$ cat src/rtl/tdoa_collector_pkg.sv
// Shared types and widths for the TDOA frame collector.
// Pure declarations; no timing or flow-control behaviour of its own.
package tdoa_collector_pkg;

   localparam int TS_W     = 32;
   localparam int N_CH_DEF = 4;

   typedef enum logic [1:0] {
      IDLE    = 2'd0,
      COLLECT = 2'd1,
      PUSH    = 2'd2
   } state_e;

   // One FIFO word: capture mask above the concatenated timestamps.
   function automatic int frame_w(input int n_ch);
      return TS_W * n_ch + n_ch;
   endfunction

   localparam int FRAME_W_DEF = TS_W * N_CH_DEF + N_CH_DEF;

endpackage

$ cat src/rtl/tdoa_collector_frame_fifo.sv
// Synchronous show-ahead FIFO: head word visible while non-empty, pop takes effect at the edge.
// A write when full is dropped unless a pop happens on the same edge; reads while empty are ignored.
module frame_fifo #(
   parameter int WIDTH = 8,
   parameter int DEPTH = 4
) (
   input  logic             clk,
   input  logic             rst,
   input  logic             wr_en_i,
   input  logic [WIDTH-1:0] wr_dat_i,
   input  logic             rd_en_i,
   output logic [WIDTH-1:0] rd_dat_o,
   output logic             full_o,
   output logic             empty_o
);

   localparam int AW = (DEPTH > 1) ? $clog2(DEPTH) : 1;
   localparam int CW = $clog2(DEPTH + 1);

   logic [WIDTH-1:0] mem_q [DEPTH];
   logic [AW-1:0]    wr_ptr_q, wr_ptr_d;
   logic [AW-1:0]    rd_ptr_q, rd_ptr_d;
   logic [CW-1:0]    cnt_q, cnt_d;
   logic             push, pop;

   assign empty_o  = (cnt_q == '0);
   assign full_o   = (cnt_q == CW'(DEPTH));
   assign pop      = rd_en_i && !empty_o;
   assign push     = wr_en_i && (!full_o || pop);
   // Empty FIFO presents an all-zero head so stale words never leak out.
   assign rd_dat_o = empty_o ? '0 : mem_q[rd_ptr_q];

   always_comb begin
      wr_ptr_d = wr_ptr_q;
      rd_ptr_d = rd_ptr_q;
      cnt_d    = cnt_q;
      if (push) begin
         wr_ptr_d = (wr_ptr_q == AW'(DEPTH - 1)) ? '0 : wr_ptr_q + AW'(1);
      end
      if (pop) begin
         rd_ptr_d = (rd_ptr_q == AW'(DEPTH - 1)) ? '0 : rd_ptr_q + AW'(1);
      end
      if (push && !pop) begin
         cnt_d = cnt_q + CW'(1);
      end else if (pop && !push) begin
         cnt_d = cnt_q - CW'(1);
      end
   end

   always_ff @(posedge clk or negedge rst) begin
      if (!rst) begin
         wr_ptr_q <= '0;
         rd_ptr_q <= '0;
         cnt_q    <= '0;
      end else begin
         wr_ptr_q <= wr_ptr_d;
         rd_ptr_q <= rd_ptr_d;
         cnt_q    <= cnt_d;
      end
   end

   always_ff @(posedge clk) begin
      if (push) begin
         mem_q[wr_ptr_q] <= wr_dat_i;
      end
   end

endmodule

$ cat src/rtl/tdoa_collector.sv
// Groups per-channel timer captures into windowed frames and queues them for TDOA readout.
// Ack one cycle after capture; frame visible 2 cycles after its last capture; full FIFO drops frames (sticky overflow).
module tdoa_collector
   import tdoa_collector_pkg::*;
#(
   parameter int N_CH   = N_CH_DEF,
   parameter int WINDOW = 500000,
   parameter int DEPTH  = 4
) (
   input  logic                 clk,
   input  logic                 rst,
   input  logic [TS_W*N_CH-1:0] timer_in,
   input  logic [N_CH-1:0]      timer_valid,
   output logic [N_CH-1:0]      ack,
   output logic                 frame_valid,
   output logic [TS_W*N_CH-1:0] frame_data,
   output logic [N_CH-1:0]      frame_mask,
   input  logic                 frame_rd,
   output logic                 overflow,
   input  logic                 ovf_clr
);

   localparam int          DW       = TS_W * N_CH;
   localparam int          FW       = frame_w(N_CH);
   localparam logic [31:0] WIN_LAST = 32'(WINDOW - 1);

   state_e          state_q, state_d;
   logic [N_CH-1:0] cap_mask_q, cap_mask_d;
   logic [N_CH-1:0] cap_en;
   logic [N_CH-1:0] ack_q;
   logic [DW-1:0]   data_q, data_d;
   logic [31:0]     win_cnt_q, win_cnt_d;
   logic            ovf_q, ovf_d;
   logic            push_req;
   logic            fifo_full, fifo_empty;
   logic [FW-1:0]   fifo_rd_dat;

   always_comb begin
      state_d    = state_q;
      win_cnt_d  = win_cnt_q;
      push_req   = 1'b0;
      cap_en     = '0;
      data_d     = data_q;

      // A channel already in the frame stays held by its timer and opens the next frame.
      if (state_q != PUSH) begin
         cap_en = timer_valid & ~cap_mask_q;
      end
      cap_mask_d = cap_mask_q | cap_en;
      for (int i = 0; i < N_CH; i++) begin
         if (cap_en[i]) begin
            data_d[i*TS_W +: TS_W] = timer_in[i*TS_W +: TS_W];
         end
      end

      case (state_q)
         IDLE: begin
            if (|timer_valid) begin
               state_d   = COLLECT;
               win_cnt_d = '0;
            end
         end
         COLLECT: begin
            win_cnt_d = win_cnt_q + 32'd1;
            // Uses the post-capture mask so a completing capture ends the frame at once.
            if ((&cap_mask_d) || (win_cnt_q == WIN_LAST)) begin
               state_d = PUSH;
            end
         end
         PUSH: begin
            push_req   = 1'b1;
            cap_mask_d = '0;
            data_d     = '0;
            state_d    = IDLE;
         end
         default: begin
            state_d = IDLE;
         end
      endcase
   end

   // When full the head is valid, so a pop on this edge is exactly frame_rd.
   always_comb begin
      ovf_d = ovf_q;
      if (push_req && fifo_full && !frame_rd) begin
         ovf_d = 1'b1;
      end else if (ovf_clr) begin
         ovf_d = 1'b0;
      end
   end

   always_ff @(posedge clk or negedge rst) begin
      if (!rst) begin
         state_q    <= IDLE;
         cap_mask_q <= '0;
         data_q     <= '0;
         win_cnt_q  <= '0;
         ack_q      <= '0;
         ovf_q      <= 1'b0;
      end else begin
         state_q    <= state_d;
         cap_mask_q <= cap_mask_d;
         data_q     <= data_d;
         win_cnt_q  <= win_cnt_d;
         ack_q      <= cap_en;
         ovf_q      <= ovf_d;
      end
   end

   frame_fifo #(
      .WIDTH (FW),
      .DEPTH (DEPTH)
   ) u_frame_fifo (
      .clk      (clk),
      .rst      (rst),
      .wr_en_i  (push_req),
      .wr_dat_i ({cap_mask_q, data_q}),
      .rd_en_i  (frame_rd),
      .rd_dat_o (fifo_rd_dat),
      .full_o   (fifo_full),
      .empty_o  (fifo_empty)
   );

   assign ack         = ack_q;
   assign overflow    = ovf_q;
   assign frame_valid = !fifo_empty;
   assign frame_mask  = fifo_rd_dat[FW-1 -: N_CH];
   assign frame_data  = fifo_rd_dat[DW-1:0];

endmodule

$ cat config.mk
export PLATFORM = sky130hd
export DESIGN_NAME = tdoa_collector
export DESIGN_NICKNAME = d
export VERILOG_FILES = /design/src/rtl/tdoa_collector_pkg.sv /design/src/rtl/tdoa_collector_frame_fifo.sv /design/src/rtl/tdoa_collector.sv
export SDC_FILE = /design/constraint.sdc
export NUM_CORES = 1
export LEC_CHECK = 0
export CAP_MARGIN = 0
export CORE_MARGIN = 10
export CORE_UTILIZATION = 57
export DETAILED_ROUTE_END_ITERATION = 8
export PLACE_DENSITY = 0.8
export SLEW_MARGIN = 20
export SYNTH_ARGS = -nofsm -noshare
export SYNTH_HDL_FRONTEND = slang
export SYNTH_SLANG_ARGS = --single-unit
$ cat constraint.sdc
create_clock -name clk -period 6.5 [get_ports clk]
set_input_delay 1.95 -clock clk [delete_from_list [all_inputs] [get_ports clk]]
set_output_delay 1.95 -clock clk [all_outputs]
set_load 0.1 [all_outputs]
==> summary.txt, run 1 <==
Global routing
  – GR Overflow Total: 0
  – First-pass GRT wire length: 94100 um
  – Vias in the first global route: ~15000
  – Initial antenna violation count: 2
  – Largest net degree at the start of global routing: between 100 and 150
  – GR Util All Layers: between 20% and 30%

Timing
  – Worst relative slew slack: a little under a third
  – Max Freq: between 150 and 200 MHz
  – Final worst-path setup slack: 1.00 ns
  – Final total negative setup slack: 0 ns
  – Minimum clock period after layout: about 5.5 ns
  – Slew Limit Fails: 0
  – Setup violators final: 0
  – Final period utilization: 84.5%
  – RSZ-0062 raised after global routing: false
  – Worst-Margin Slew: 1.04 ns
  – Skew final: approximately 0.014 ns
  – Final count of hold timing violations: 0

Synth
  – EDFF count, synth: approximately 530
  – Syn Nets: about 1500
  – Post-synthesis sequential element count: roughly 710
  – Main synth FF type: edfxtp_1
  – Area of the mapped netlist: 0.0270 mm2
  – Synth Warn #: 0
  – Asr flop ratio synth: 25.2%
  – Avg Cell Area, Syn: between 15 and 20 um2
  – Post-synthesis sequential area ratio: between 70% and 80%
  – Synth unique cells: 50
  – Cells after synthesis: around 1400

Setup path
  – R2R Path End: u_frame_fifo.mem_q[1][14]$_DFFE_PP_
  – CP required: about 4.6 ns
  – Reg2reg path depth: 4
  – Crit-path max FO: 55
  – Critical Path Start Type: flip-flop
  – Endpoint class of the critical path: output pin
  – Reg-to-reg setup timing slack: around 3.6 ns
  – Critical path class: flip-flop to output pin
  – Worst EP arrival: 3.55 ns
  – FF-to-FF Start: state_q[0]$_DFFE_PN0P_
  – CP Launch Point: u_frame_fifo.rd_ptr_q[0]$_DFFE_PN0P_
  – Setup crit end: frame_data[117]

Detailed routing
  – DRT Pass-1 Iters: 5
  – Routed len/inst: about 27 um
  – Final wirelength: just over 60000 um
  – Vias: 14198
  – Final ANT Viol Nets: 0
  – Mean number of vias per cell: a little over 6
  – Drt drc: 0
  – Starting DRT DRC Count: 1142

Min path
  – Hold WC Path Type: flip-flop to flip-flop

Floorplanning
  – Core Area: between 0.04 and 0.05 mm2
  – Die area: around 0.057 mm2
  – Chip width: approximately 240 um
  – Starting Density: roughly 58%
  – FP Rows: 79
  – Top Ports: between 200 and 300
  – Die H: approximately 240 um

Clock network
  – Cts bufs inserted: slightly below 70
  – Cts hold-fix bufs: 0
  – Clk sink count: ~700
  – H-tree depth: 3
  – Reg clk slew, reported paths: about 0.060 ns
  – Root Buffer: clkbuf_16
  – Clk_lat worst skew: slightly below 0.6 ns
  – CTS tree: built
  – Deepest clock path buffer count: 3
  – Post-CTS Resized: 0
  – Setup Fix Bufs, Post-CTS: 0

Placement
  – Port Buffer Count: 273
  – Post-DP HPWL: ~37000 um
  – Pre-CTS setup slack: about 1.6 ns
  – GP Congestion: between 0.8 and 0.9

Outcome
  – Status: finished clean

Cells and area
  – Most frequent cells in the layout: edfxtp_1 (528), clkdlybuf4s50_1 (231), dfrtp_1 (176)
  – Final net count: between 1500 and 2000
  – P&R area growth vs syn: 20.6%
  – FILL cells: ~2900
  – Share of cells above drive strength 1: about a fifth
  – Util after Layout: about 70%
  – Most common cell after layout, fill and taps aside: edfxtp_1

Run
  – Maxcap violations: 0
## cell usage after synthesis (9+ instances only)
cell type	number	area [um2]
edfxtp_1	528	15900
dfrtp_1	178	4450
and2_1	137	857
mux4_2	132	2970
a22o_1	128	1120
buf_2	42	210
nand2_1	39	146
clkbuf_1	28	105
mux2i_1	22	220
nand3_1	16	80.1
nor2_1	14	52.6
nand4_1	13	81.3
and3_1	10	62.6
inv_1	9	33.8
## final cells by class
| type | count | area (um2) | area share [%] |
|---|---|---|---|
| antenna | 1 | 2.50 | 0.00768 |
| clock inverter | 21 | 178 | 0.545 |
| timing repair buffer | 306 | 3000 | 9.20 |
| inverter | 9 | 33.8 | 0.104 |
| tap | 607 | 759 | 2.33 |
| sequential | 706 | 20300 | 62.4 |
| multi-input combinational | 584 | 6310 | 19.4 |
| clock buffer | 97 | 1970 | 6.06 |
## metrics by stage
step / hold slack, ns / instance area, um2 / cells
after detailed placement: 0.495 / 30400 / 2210
after global placement: 0.464 / 30400 / 2210
after CTS: 0.509 / 32500 / 2328
final: 0.504 / 32600 / 2331
after floorplan: 0.446 / 27000 / 1378
after global routing: 0.523 / 32600 / 2331
## how the worst min path moves through the flow
stage	from	to	slack [ns]	depth (start not counted)
CTS	win_cnt_q[31]$_DFFE_PN0P_	win_cnt_q[31]$_DFFE_PN0P_	0.51	1
floorplan	win_cnt_q[31]$_DFFE_PN0P_	win_cnt_q[31]$_DFFE_PN0P_	0.45	1
global placement	win_cnt_q[31]$_DFFE_PN0P_	win_cnt_q[31]$_DFFE_PN0P_	0.46	1
finish	win_cnt_q[31]$_DFFE_PN0P_	win_cnt_q[31]$_DFFE_PN0P_	0.50	1
global route	u_frame_fifo.cnt_q[2]$_DFFE_PN0P_	u_frame_fifo.cnt_q[2]$_DFFE_PN0P_	0.52	1
detailed placement	win_cnt_q[31]$_DFFE_PN0P_	win_cnt_q[31]$_DFFE_PN0P_	0.50	1
## worst max-delay path: stages, from the launching register on
cell and delay (ns):
dfrtp_4 0.69, buf_12 0.47, mux4_2 0.61, and2_1 0.19, clkdlybuf4s50_1 0.97
## registers in the layout (all words and copies together) (netlist names)
register               cells
state_q                    2
data_q                   128
win_cnt_q                 32
ack                        4
u_frame_fifo.mem_q       528
overflow                   1
u_frame_fifo.cnt_q         3
u_frame_fifo.rd_ptr_q      2
cap_mask_q                 4
u_frame_fifo.wr_ptr_q      2
## cells by family (layout without fill, tap and decap cells)
logic type,after synthesis,in the layout,synth area share [%]
compound gates,158,158,4.93
xor+xnor,3,3,0.0973
fa+ha+maj,8,8,0.398
buf+inv,88,433,1.64
flops,706,706,75.2
mux,156,156,11.9
other cells,0,1,0
simple gates,259,259,5.87
## layer usage
metal  track usage (%)  part of all wire [%]  vias up
met5                 0                 0.013        -
li1                  -                     -     6090
met2              37.4                    52      476
met4              6.54                   1.9        2
met3              4.15                   6.4       82
met1              28.5                    40     7548
Power of run 1 is not shown: default switching activity piles up to over one toggle a cycle in this logic, so the estimate is an artifact.
==> inputs of run 2 (changes only) <==
- CORE_UTILIZATION: 57 -> 51
- PLACE_DENSITY: 0.8 -> 0.76
- clock period: 6.5 -> 4.5 ns (I/O delays scaled with it)
==> run 2 against run 1 <==
Compared with the run above:
- final cell count rose by 4.1%
- wire length fell by 3.1%
- setup slack got worse by 0.49 ns
- non-clock buffer count did not move
- critical path type unchanged
- critical endpoint is now frame_mask[2]
- via count fell by 1.2%
==> summary.txt, run 2 (synthesis gave the netlist of run 1 again) <==
Global routing
  – Largest net degree at the start of global routing: 74
  – GR Overflow Total: 0
  – First-pass GRT wire length: 92900 um
  – Vias in the first global route: between 10000 and 15000
  – GR Util All Layers: a little under a fifth
  – Initial antenna violation count: 4

Timing
  – Final period utilization: 88.6%
  – Minimum clock period after layout: around 4.0 ns
  – Setup violators final: 0
  – RSZ-0062 raised after global routing: false
  – Worst hold slack: about 0.49 ns
  – Worst-Margin Slew: between 1 and 1.5 ns
  – Final total negative setup slack: 0 ns
  – Skew final: between 0.015 and 0.02 ns
  – Max Freq: 251 MHz
  – Final count of hold timing violations: 0
  – Slew Limit Fails: 0
  – Worst relative slew slack: 26.7%

Detailed routing
  – Final wirelength: about 60000 um
  – Vias: between 10000 and 15000
  – DR WL met2: between 30000 and 40000 um
  – Mean number of vias per cell: between 5 and 6
  – Final ANT Viol Nets: 0
  – DRT Pass-1 Iters: 5
  – Wire length on met1: 24300 um
  – Starting DRT DRC Count: 1045
  – Max Used Layer: met5
  – Met3 routed WL: about 3300 um
  – Drt drc: 0
  – Routed len/inst: 24.7 um

Clock network
  – Root Buffer: clkbuf_16
  – Cts hold-fix bufs: 0
  – Post-CTS Resized: 0
  – CTS tree: built
  – H-tree depth: 3
  – Setup Fix Bufs, Post-CTS: 0
  – Reg clk slew, reported paths: around 0.060 ns
  – Clk sink count: ~710
  – Clk_lat worst skew: 0.59 ns
  – Cts bufs inserted: 71
  – Deepest clock path buffer count: 3

Setup path
  – Critical Path Start Type: flip-flop
  – Crit-path max FO: 48
  – CP required: around 3.2 ns
  – Critical path class: flip-flop to output pin
  – Worst EP arrival: 2.64 ns
  – Endpoint class of the critical path: output pin

Floorplanning
  – Starting Density: 51.4%
  – Die H: roughly 250 um
  – Top Ports: between 200 and 300
  – Core Area: 0.0526 mm2
  – Chip width: around 250 um
  – FP Rows: 84
  – Die area: around 0.063 mm2

Run
  – Maxcap violations: 0

Cells and area
  – Final net count: 1822
  – Seq. cell area: roughly 0.020 mm2
  – Most common cell after layout, fill and taps aside: edfxtp_1
  – Post-Layout Inst Area: 0.0328 mm2
  – Most flops, register: u_frame_fifo.mem_q
  – Area of the multi-input gates: about 0.0063 mm2
  – P&R area growth vs syn: 21.5%
  – FILL cells: 3625
  – Largest regs: u_frame_fifo.mem_q: 528 flops, data_q: 128 flops, win_cnt_q: 32 flops
  – Share of cells above drive strength 1: 24.9%
  – Most frequent cells in the layout: edfxtp_1 (528), dfrtp_1 (176), buf_4 (147)
  – Max FFs per register: around 530

Placement
  – Post-DP HPWL: between 30000 and 40000 um
  – Port Buffer Count: between 200 and 300
  – GP Congestion: 0.826
  – Placed inst area: between 0.03 and 0.04 mm2

Outcome
  – Status: finished clean

Min path
  – Hold WC Path Type: flip-flop to flip-flop
## run 2: layout make-up
type,instances,share of cell area [%]
flip-flops and latches,706,61.9
clock inverters,28,0.991
multi-input cells,584,19.2
diodes,2,0.0152
well taps,688,2.62
repair buffers,306,8.80
inverters,9,0.103
clock buffers,103,6.34
## run 2: metrics by stage
step	utilization, %	std cells	worst slack, ns
floorplan	-	1378	0.562
global placement	57.9	2293	0.783
detailed placement	57.9	2293	0.774
CTS	62.5	2424	0.417
global route	62.5	2426	0.341
finish	62.5	2426	0.514
## run 2: final timing paths
| kind | startpoint | to | slack (ns) | cells past startpoint |
|---|---|---|---|---|
| setup / recovery | u_frame_fifo.rd_ptr_q[0]$_DFFE_PN0P_ | frame_mask[2] | 0.51 | 4 |
| hold / removal | u_frame_fifo.cnt_q[2]$_DFFE_PN0P_ | u_frame_fifo.cnt_q[2]$_DFFE_PN0P_ | 0.49 | 1 |
| setup reg to reg | u_frame_fifo.cnt_q[0]$_DFFE_PN0P_ | u_frame_fifo.cnt_q[2]$_DFFE_PN0P_ | 1.75 | 9 |
| hold reg to reg | u_frame_fifo.cnt_q[2]$_DFFE_PN0P_ | u_frame_fifo.cnt_q[2]$_DFFE_PN0P_ | 0.49 | 1 |
| max in group asynchronous | rst | u_frame_fifo.rd_ptr_q[0]$_DFFE_PN0P_ | 2.86 | 2 |
| min in group asynchronous | rst | data_q[25]$_DFFE_PN0P_ | 0.74 | 1 |
## run 2: layer usage
| metal | GRT usage [%] | vias to the layer above |
|---|---|---|
| li1 | - | 6111 |
| met3 | 3.68 | 96 |
| met4 | 6.56 | 2 |
| met1 | 25.2 | 7413 |
| met2 | 31.5 | 412 |
| met5 | 0 | - |
## run 2: critical path: stages (launching register included)
cell,delay [ns]
dfrtp_4,0.56
buf_12,0.39
mux4_2,0.56
and2_1,0.26
buf_4,0.27
Power of run 2 is left out for the same reason.
